==> config.mk <==
export PLATFORM = sky130hd
export DESIGN_NAME = pattern_gen_flat
export DESIGN_NICKNAME = d
export VERILOG_FILES = /design/src/rtl/pattern_gen_pkg.sv /design/src/rtl/pattern_gen_if.sv /design/src/rtl/pattern_gen_tick_div.sv /design/src/rtl/pattern_gen.sv /design/src/flat_wrapper.sv
export SDC_FILE = /design/constraint.sdc
export NUM_CORES = 1
export LEC_CHECK = 0
export ABC_AREA = 1
export BUFFER_PORTS_ARGS = -buffer_cell sky130_fd_sc_hd__buf_2
export CAP_MARGIN = 20
export CORE_MARGIN = 3
export CORE_UTILIZATION = 35
export CTS_BUF_LIST = sky130_fd_sc_hd__clkbuf_8
export DETAILED_ROUTE_END_ITERATION = 7
export HOLD_SLACK_MARGIN = 0.08
export SLEW_MARGIN = 20
export SYNTH_ARGS = -nofsm -noshare
export SYNTH_HDL_FRONTEND = slang
export SYNTH_HIERARCHICAL = 1
export SYNTH_SLANG_ARGS = --single-unit
export TNS_END_PERCENT = 5
==> constraint.sdc <==
create_clock -name clk -period 1.6 [get_ports clk]
set_input_delay 0.24 -clock clk [delete_from_list [all_inputs] [get_ports clk]]
set_output_delay 0.24 -clock clk [all_outputs]
set_load 0.05 [all_outputs]
==> src/rtl/pattern_gen_pkg.sv <==
// pattern_gen_pkg: shared types for the pattern generator.
//   state_e - FSM states (IDLE, RUN, DONE)
//   mode_e  - sequence-select encodings as seen on the mode input
//   to_gray - binary to reflected-Gray conversion (up to MAX_WIDTH bits)
package pattern_gen_pkg;

    localparam int MAX_WIDTH = 16;

    typedef enum logic [1:0] {
        IDLE = 2'b00,
        RUN  = 2'b01,
        DONE = 2'b10
    } state_e;

    typedef enum logic [1:0] {
        MODE_BIN_UP   = 2'b00,
        MODE_BIN_DOWN = 2'b01,
        MODE_GRAY_UP  = 2'b10,
        MODE_RSVD     = 2'b11
    } mode_e;

    // Reflected Gray code: each bit is the XOR of itself and its upper neighbour.
    function automatic logic [MAX_WIDTH-1:0] to_gray(input logic [MAX_WIDTH-1:0] v);
        return v ^ (v >> 4'd1);
    endfunction

endpackage

==> src/rtl/pattern_gen_if.sv <==
// pattern_gen_if: control and stimulus-output bundle of pattern_gen.
//   start/stop/mode/oneshot/seed : commands into the generator
//   pattern/valid/busy/done/wrap : generator outputs
// master = the controller issuing commands, slave = the generator.
interface pattern_gen_if #(
    parameter int WIDTH = 3
) ();

    logic             start;
    logic             stop;
    logic [1:0]       mode;
    logic             oneshot;
    logic [WIDTH-1:0] seed;
    logic [WIDTH-1:0] pattern;
    logic             valid;
    logic             busy;
    logic             done;
    logic             wrap;

    modport master (
        output start, stop, mode, oneshot, seed,
        input  pattern, valid, busy, done, wrap
    );

    modport slave (
        input  start, stop, mode, oneshot, seed,
        output pattern, valid, busy, done, wrap
    );

endinterface

==> src/rtl/pattern_gen_tick_div.sv <==
// tick_div: prescaler for pattern_gen. Counts 0..PERIOD-1 while en is high
// and flags the last count with tick; clr restarts the count at 0.
//   clk, rst_n : clock, asynchronous active-low reset
//   clr        : synchronous restart of the count
//   en         : count enable
//   tick       : high during the cycle the count sits at PERIOD-1 (and en)
module tick_div #(
    parameter int PERIOD = 5
) (
    input  logic clk,
    input  logic rst_n,
    input  logic clr,
    input  logic en,
    output logic tick
);

    // PERIOD is at most 255, so an 8-bit counter always suffices.
    localparam logic [7:0] LAST = 8'(PERIOD - 1);

    logic [7:0] cnt_r;

    assign tick = en && (cnt_r == LAST);

    // Prescaler count register; wraps to 0 on the tick cycle.
    always_ff @(posedge clk or negedge rst_n) begin
        if (!rst_n) begin
            cnt_r <= 8'd0;
        end else if (clr) begin
            cnt_r <= 8'd0;
        end else if (en) begin
            cnt_r <= tick ? 8'd0 : (cnt_r + 8'd1);
        end else begin
            cnt_r <= cnt_r;
        end
    end

endmodule

==> src/rtl/pattern_gen.sv <==
// pattern_gen: sweeps a WIDTH-bit index in binary up/down or Gray-up order,
// stepping once every PERIOD clocks, either once (oneshot) or continuously.
//   clk, rst_n : clock, asynchronous active-low reset
//   bus.start  : begin a sweep (IDLE/DONE only)   bus.stop : abort a sweep
//   bus.mode/oneshot/seed : sweep settings, captured at start
//   bus.pattern: registered stimulus vector       bus.valid: new-pattern strobe
//   bus.busy   : in RUN    bus.done : in DONE     bus.wrap : continuous wrap strobe
module pattern_gen
    import pattern_gen_pkg::*;
#(
    parameter int WIDTH  = 3,
    parameter int PERIOD = 5
) (
    input  logic            clk,
    input  logic            rst_n,
    pattern_gen_if.slave    bus
);

    localparam logic [WIDTH-1:0] ONE_W  = WIDTH'(1'b1);
    localparam logic [WIDTH-1:0] LAST_W = {WIDTH{1'b1}};

    state_e           state_r,   state_next_s;
    mode_e            mode_r,    mode_next_s;
    logic             oneshot_r, oneshot_next_s;
    logic [WIDTH-1:0] index_r,   index_next_s;
    logic [WIDTH-1:0] step_r,    step_next_s;
    logic [WIDTH-1:0] pattern_r, pattern_next_s;
    logic             valid_r,   valid_next_s;
    logic             wrap_r,    wrap_next_s;
    logic             busy_r;
    logic             done_r;
    logic             presc_clr_s;
    logic             presc_en_s;
    logic             tick_s;
    logic [WIDTH-1:0] index_step_s;

    // Map an index to the presented pattern for the captured mode.
    function automatic logic [WIDTH-1:0] encode(input logic [WIDTH-1:0] idx, input mode_e m);
        logic [WIDTH-1:0] res;
        case (m)
            MODE_GRAY_UP: res = WIDTH'(to_gray(MAX_WIDTH'(idx)));
            default:      res = idx;
        endcase
        return res;
    endfunction

    assign presc_en_s   = (state_r == RUN);
    assign index_step_s = (mode_r == MODE_BIN_DOWN) ? (index_r - ONE_W) : (index_r + ONE_W);

    tick_div #(
        .PERIOD (PERIOD)
    ) u_tick_div (
        .clk   (clk),
        .rst_n (rst_n),
        .clr   (presc_clr_s),
        .en    (presc_en_s),
        .tick  (tick_s)
    );

    // Next-state and next-output logic for the IDLE/RUN/DONE sequencer.
    always_comb begin
        state_next_s   = state_r;
        mode_next_s    = mode_r;
        oneshot_next_s = oneshot_r;
        index_next_s   = index_r;
        step_next_s    = step_r;
        pattern_next_s = pattern_r;
        valid_next_s   = 1'b0;
        wrap_next_s    = 1'b0;
        presc_clr_s    = 1'b0;

        case (state_r)
            IDLE, DONE: begin
                // stop wins over a simultaneous start
                if (bus.start && !bus.stop) begin
                    state_next_s   = RUN;
                    mode_next_s    = (bus.mode == MODE_RSVD) ? MODE_BIN_UP : mode_e'(bus.mode);
                    oneshot_next_s = bus.oneshot;
                    index_next_s   = bus.seed;
                    step_next_s    = '0;
                    pattern_next_s = encode(bus.seed, mode_next_s);
                    valid_next_s   = 1'b1;
                    presc_clr_s    = 1'b1;
                end else begin
                    state_next_s   = state_r;
                end
            end
            RUN: begin
                if (bus.stop) begin
                    state_next_s = IDLE;
                    presc_clr_s  = 1'b1;
                end else if (tick_s) begin
                    // step_r counts steps since start; all-ones means the
                    // next step lands back on the seed.
                    if (oneshot_r && (step_r == LAST_W)) begin
                        state_next_s = DONE;
                    end else begin
                        index_next_s   = index_step_s;
                        step_next_s    = step_r + ONE_W;
                        pattern_next_s = encode(index_step_s, mode_r);
                        valid_next_s   = 1'b1;
                        wrap_next_s    = !oneshot_r && (step_r == LAST_W);
                    end
                end else begin
                    state_next_s = RUN;
                end
            end
            default: begin
                state_next_s = IDLE;
            end
        endcase
    end

    // State, captured settings and registered outputs.
    always_ff @(posedge clk or negedge rst_n) begin
        if (!rst_n) begin
            state_r   <= IDLE;
            mode_r    <= MODE_BIN_UP;
            oneshot_r <= 1'b0;
            index_r   <= '0;
            step_r    <= '0;
            pattern_r <= '0;
            valid_r   <= 1'b0;
            wrap_r    <= 1'b0;
            busy_r    <= 1'b0;
            done_r    <= 1'b0;
        end else begin
            state_r   <= state_next_s;
            mode_r    <= mode_next_s;
            oneshot_r <= oneshot_next_s;
            index_r   <= index_next_s;
            step_r    <= step_next_s;
            pattern_r <= pattern_next_s;
            valid_r   <= valid_next_s;
            wrap_r    <= wrap_next_s;
            busy_r    <= (state_next_s == RUN);
            done_r    <= (state_next_s == DONE);
        end
    end

    assign bus.pattern = pattern_r;
    assign bus.valid   = valid_r;
    assign bus.wrap    = wrap_r;
    assign bus.busy    = busy_r;
    assign bus.done    = done_r;

endmodule

==> src/flat_wrapper.sv <==
// flat-port wrapper written by rule: the top's interface ports become plain ports
module pattern_gen_flat import pattern_gen_pkg::*;
#(
    parameter int WIDTH  = 3,
    parameter int PERIOD = 5
)
  (clk, rst_n, bus_start, bus_stop, bus_mode, bus_oneshot, bus_seed, bus_pattern, bus_valid, bus_busy, bus_done, bus_wrap);
  pattern_gen_if #(.WIDTH(WIDTH)) bus_i ();
  input  logic clk;
  input  logic rst_n;
  input wire logic [$bits(bus_i.start)-1:0] bus_start;
  input wire logic [$bits(bus_i.stop)-1:0] bus_stop;
  input wire logic [$bits(bus_i.mode)-1:0] bus_mode;
  input wire logic [$bits(bus_i.oneshot)-1:0] bus_oneshot;
  input wire logic [$bits(bus_i.seed)-1:0] bus_seed;
  output wire logic [$bits(bus_i.pattern)-1:0] bus_pattern;
  output wire logic [$bits(bus_i.valid)-1:0] bus_valid;
  output wire logic [$bits(bus_i.busy)-1:0] bus_busy;
  output wire logic [$bits(bus_i.done)-1:0] bus_done;
  output wire logic [$bits(bus_i.wrap)-1:0] bus_wrap;
  assign bus_i.start = bus_start;
  assign bus_i.stop = bus_stop;
  assign bus_i.mode = bus_mode;
  assign bus_i.oneshot = bus_oneshot;
  assign bus_i.seed = bus_seed;
  assign bus_pattern = bus_i.pattern;
  assign bus_valid = bus_i.valid;
  assign bus_busy = bus_i.busy;
  assign bus_done = bus_i.done;
  assign bus_wrap = bus_i.wrap;
  pattern_gen #(.WIDTH(WIDTH), .PERIOD(PERIOD)) u_core (.clk(clk), .rst_n(rst_n), .bus(bus_i));
endmodule
; ---- Word level (Yosys, flattened, before mapping)
; Index checks and enable logic that the tools add are counted.
[classes]
n_addsub = 4
n_eq_ne = 14
muxes = 38
bitwise = 2
n_reduce_logical = 12
[op_table]
columns = op, count
row1 = 2-to-1 mux 3 bit, 15
row2 = 2-to-1 mux 8 bit, 3
row3 = one-hot mux 3 bit (2 select lines), 3
row4 = == test 2 bit (second input constant), 5
row5 = 2-to-1 mux 2 bit, 5
row6 = 2-to-1 mux 1 bit, 9
row7 = adder 8 x 1 -> 8 bit (second input constant), 1
row8 = == test 8 x 3 -> 1 bit (second input constant), 1
row9 = adder 3 x 1 -> 3 bit (second input constant), 2
row10 = == test 2 x 1 -> 1 bit (second input constant), 3
row11 = XOR 3 x 2 -> 3 bit, 2
row12 = AND reduction 5 bit, 1
row13 = logical AND 1 bit, 4
row14 = inequality test 2 x 1 -> 1 bit (second input constant), 2
row15 = inequality test 2 bit (second input constant), 2
row16 = one-hot mux 1 bit (2 select lines), 2
row17 = one-hot mux 2 bit (2 select lines), 1
row18 = nonzero test 2 bit, 2
row19 = == test 3 bit (second input constant), 1
row20 = subtractor 3 x 1 -> 3 bit (second input constant), 1
row21 = logical NOT 1 bit, 2
row22 = logical NOT 2 bit, 1
row23 = AND reduction 2 bit, 1
row24 = OR reduction 2 bit, 1
[word_totals]
reg_bits = 26
out_inout_bits = 7
word_cells = 81

; ---- Logic depth before layout (Yosys ltp)
[depth]
depth_word = 8
ltp_mapped = 12

; ---- Cells and area by module
; The synthesis kept the hierarchy.
[modules_own_cells]
columns = module, instances, cells_each, area_each_um2
row1 = pattern_gen, 1, 112, 958.4
row2 = tick_div, 1, 73, 534.3

; ---- Worst setup path after synthesis
; Ideal clock, no wire load.
[synth_path]
kind = reg2reg
startpoint = register u_core.state_r[0]
endpoint = register u_core.pattern_r[1], in the netlist u_core/bus.pattern[1]
arrival_ps = 1588
t_required_ps = 1534
slack_ps = -53
path_stages_with_launch = 13
n_path_buf = 0
period_less_slack_ps = 1653
path_cell_list = dfrtp_1 -> inv_2 -> nor2_8 -> nand2_1 -> nor2_1 -> nand2_2 -> inv_1 -> nand3_1 -> nor2_8 -> nor2_8 -> nor2_4 -> nand2_1 -> nand2_1
[synth_via]
elab_chain_cells = 4
[synth_lines]
columns = item, line_no
row1 = "start, declared", pattern_gen.sv:22  ; state_e state_r, state_next_s;
row2 = "start signal, assigned", pattern_gen.sv:128  ; state_r <= state_next_s;
row3 = == test 2 x 1 -> 1 bit, pattern_gen.sv:47  ; assign presc_en_s = (state_r == RUN);
row4 = named net u_core.presc_en_s, pattern_gen.sv:33  ; logic presc_en_s;
row5 = logical AND 1 bit, pattern_gen_tick_div.sv:22  ; assign tick = en && (cnt_r == LAST);
row6 = named net u_core.tick_s, pattern_gen.sv:34  ; logic tick_s;
row7 = inequality test 2 x 1 -> 1 bit (no line), n/a
row8 = AND reduction 5 bit (no line), n/a
row9 = "end signal, assigned", pattern_gen.sv:133  ; pattern_r <= pattern_next_s;
row10 = "end, declared", pattern_gen.sv:27  ; logic [WIDTH-1:0] pattern_r, pattern_next_s;
; The timed path passes the listed nets, and every way through them passes these cells.
; A chain may end at the register's enable or synchronous reset.

; ---- Worst setup path in the final report
[layout_path]
startpoint = register u_core.step_r[0]
endpoint = register u_core.pattern_r[1], in the netlist u_core/bus.pattern[1]
[layout_via]
elab_chain_cells = 4
[layout_lines]
columns = item, line_no
row1 = "start, declared", pattern_gen.sv:26  ; logic [WIDTH-1:0] step_r, step_next_s;
row2 = "start signal, assigned", pattern_gen.sv:132  ; step_r <= step_next_s;
row3 = == test 3 bit, pattern_gen.sv:95  ; if (oneshot_r && (step_r == LAST_W)) begin
row4 = logical AND 1 bit, pattern_gen.sv:95
row5 = inequality test 2 bit (no line), n/a
row6 = AND reduction 5 bit (no line), n/a
; No other way between the ends.

==> results.toml <==
[power]
power_switching_uw = 675
switching_share_pct = 37.4
power.internal_uw = 1130
clkPwrFrac_pct = 21.3
power_density_nw_per_um2 = 996
share_seq_of_total_power_pct = 43.1
p_comb_share_pct = 35.6
total_power_uw = 1800
peakVddDrop_mv = 0.637
p_leak_uw = 0.000928

[sta]
fin_crit_ns = 1.53
finalSetupViolCount = 0
fin_worst_skew_ns = 0.00386
rsz0062_at_grt = "yes"
fin_crit_sh_pct = 95.5
worst_pin_slew_ns = 0.572
slew_headroom_pct = 61.9
fmax_ghz = 0.654
hold_viol = 0
slew_viol_final = 0

[place]
place_inst = 262
port_buffers = 16
gp_congestion = 0.840
dp_hpwl_mm = 2.32
placed_cell_area_um2 = 1720

[yosys]
syn_nets = 201
netlist_area_um2 = 1490
yosysUniqueCellTypes = 30
syn_area_per_cell_um2 = 8.07
synth_cells = 185
seq_area_frac_synth_pct = 41.9
synth-seq-cells = 25
yosysWarnings = 6

[clocking]
clock_tree.root_cell = "clkbuf_8"
cts_inserted_buffers = 3
clock_path_buffers = 2
cts_tree = "built"
numClockSinks = 25
clk_pin_slew_worst_paths_ns = 0.09
cts.htree.levels = 1
clk_latency_ns = 0.27

[critical_path]
rr_worst_depth = 9
r2r_slack_ns = 0.07
startpoint_type = "flop"
worstPathRequired_ns = 1.82
cp_max_fo = 9
r2r-start = "u_core/step_r[0]$_DFFE_PN0P_"
critPathKind = "flop to flop"
critPathCaptureType = "flop"
r2r_end = "u_core/bus.pattern[1]$_DFFE_PN0P_"
arrival_ns = 1.75

[floorplan]
start_util_pct = 36.8
chipHeight_um = 71.3
num_rows = 23
coreArea_um2 = 4060
ios = 17
dieArea_um2 = 5080
die_x_um = 71.3

[min_path]
hp-class = "input port to flop"
timing.hold.worst_path_depth = 3
min_from = "bus_oneshot"
hold_end = "u_core/oneshot_r$_DFFE_PN0P_"

[cells_and_area]
post-route-util_pct = 44.7
n_antenna_cell = 0
n_fill_cell = 407
postLayoutCellArea_um2 = 1810
drive_gt1_share_pct = 31.2
nets = 235
area_growth_pct = 21.4
layout.cells.non_filler = 268

[job]
maxCapViolCount = 0

[grt]
antenna_found_initial = 0
track_usage_pct = 12.5
grt_pass1_wl_mm = 5.12
grt_remaining_overflow = 0
grt_max_degree = 26
grt_pass1_vias = 1150

[detailed_routing]
first_pass_iters = 4
wl_mm = 2.98
routedWlPerCell_um = 11.1
drc = 0
vias = 1219
viasPerCell = 4.55
drt_iter0_drc = 48
ant_nets = 0

[status]
status = "finished, final reports clean"
-- cells by family (layout without fill, tap and decap cells) --
group | after synthesis | in the layout | share of synthesized area (%)
compound gates | 20 | 20 | 7.96
xor+xnor | 1 | 1 | 0.587
fa+ha+maj | 6 | 6 | 5.53
buf+inv | 24 | 57 | 7.13
flops | 25 | 25 | 41.9
mux | 1 | 1 | 0.754
simple gates | 108 | 108 | 36.1
-- power by group through the flow --
| stage | clock (µW) | sequential (µW) | combinational, µW |
|---|---|---|---|
| 2_1_floorplan | 0 | 861 | 350 |
| 3_3_place_gp | 0 | 787 | 622 |
| 3_5_place_dp | 0 | 787 | 622 |
| 4_1_cts | 405 | 776 | 627 |
| 5_1_grt | 418 | 791 | 716 |
| 6_report | 384 | 778 | 641 |
-- flip-flops by register name, indices dropped and copies added, names as in the netlist --
signal and cells:
u_core/step_r 3, u_core/oneshot_r 1, u_core/bus.wrap 1, u_core/mode_r 2, u_core/u_tick_div/cnt_r 8, u_core/state_r 2, u_core/index_r 3, u_core/bus.pattern 2
u_core/bus.done 1, u_core/bus.valid 1, u_core/bus.busy 1
-- synth_stat cells --
cell type | count | area share, %
nand2_1 | 66 | 17
dfrtp_1 | 25 | 42
inv_1 | 17 | 4.3
nand3_1 | 11 | 3.7
nor2_1 | 11 | 2.8
a21oi_1 | 5 | 1.7
ha_1 | 5 | 4.2
o21ai_0 | 5 | 1.7
nand2_2 | 4 | 1.7
nor2_4 | 4 | 3.0
o21ai_1 | 4 | 1.3
inv_2 | 3 | 0.75
nor2_8 | 3 | 4.0
o31ai_1 | 3 | 1.5
nand4_1 | 2 | 0.84
nor2_2 | 2 | 0.84
nor3_2 | 2 | 1.3
a21boi_0 | 1 | 0.50
buf_4 | 1 | 0.50
clkinv_4 | 1 | 0.59
fa_1 | 1 | 1.3
inv_4 | 1 | 0.42
inv_6 | 1 | 0.59
mux2_2 | 1 | 0.75
nand3b_1 | 1 | 0.50
nor3_1 | 1 | 0.33
nor3b_1 | 1 | 0.50
o21bai_1 | 1 | 0.50
o21bai_2 | 1 | 0.75
xor2_1 | 1 | 0.59
-- repair_timing --
action                                 4_1_cts  5_1_grt
resized for setup                            0       12
endpoints found under the hold margin       25        0
setup buffers                                0        1
hold buffers                                 1        0
setup endpoints to repair                    0        8
-- worst max path at each step --
stage                                                 startpoint  cells after the start                           endpoint
after global routing      u_core/u_tick_div/cnt_r[0]$_DFFE_PN0P_                     12  u_core/bus.pattern[1]$_DFFE_PN0P_
after CTS                           u_core/mode_r[0]$_DFFE_PN0P_                     11  u_core/bus.pattern[1]$_DFFE_PN0P_
final                               u_core/step_r[0]$_DFFE_PN0P_                      9  u_core/bus.pattern[1]$_DFFE_PN0P_
after global placement              u_core/mode_r[0]$_DFFE_PN0P_                     11      u_core/index_r[2]$_DFFE_PN0P_
after detailed placement            u_core/mode_r[0]$_DFFE_PN0P_                     11  u_core/bus.pattern[1]$_DFFE_PN0P_
after floorplan                      u_core/state_r[0]$_DFF_PN0_                     12  u_core/bus.pattern[1]$_DFFE_PN0P_
-- critical path, cell delays in order (launching register included) --
cell	delay, ns
dfrtp_1	0.41
ha_1	0.20
ha_1	0.18
nand2_1	0.14
nand3_4	0.11
nor2_8	0.17
nor2_8	0.07
nor2_4	0.09
nand2_1	0.05
nand2_1	0.05
-- metal layers --
metal | part of all wire [%] | up-vias | global-route usage [%]
met5 | 0 | - | 0
met4 | 0.64 | 0 | 2.51
met3 | 3.8 | 2 | 3.09
met2 | 47 | 16 | 20.4
met1 | 49 | 549 | 16.9
li1 | - | 652 | -
-- through the flow --
step	setup TNS (ns)	setup slack, ns	hold WS [ns]
finish	0	0.0712	0.173
global route	-0.0768	-0.0370	0.184
CTS	0	0.00637	0.163
detailed placement	0	0.00501	0.273
global placement	0	0.0225	0.276
floorplan	-0.0419	-0.0241	-0.0556
-- cell usage in the layout (no fill, tap or decap), types with 5 or more instances in the layout --
| master | netlist | routed |
|---|---|---|
| a21oi_1 | 5 | 5 |
| buf_2 | 0 | 16 |
| buf_4 | 1 | 13 |
| dfrtp_1 | 25 | 24 |
| ha_1 | 5 | 5 |
| inv_1 | 17 | 13 |
| inv_2 | 3 | 7 |
| nand2_1 | 66 | 63 |
| nand2_2 | 4 | 7 |
| nand3_1 | 11 | 10 |
| nor2_1 | 11 | 10 |
-- cell type report --
class,count,area (µm²),area share (%)
clock inverters,1,5.00,0.276
well taps,50,62.6,3.45
inverters,23,98.8,5.46
flip-flops and latches,25,627,34.6
clock buffers,3,41.3,2.28
multi-input cells,136,790,43.6
repair buffers,30,188,10.4
No activity file was read; power rests on OpenSTA's default activity.
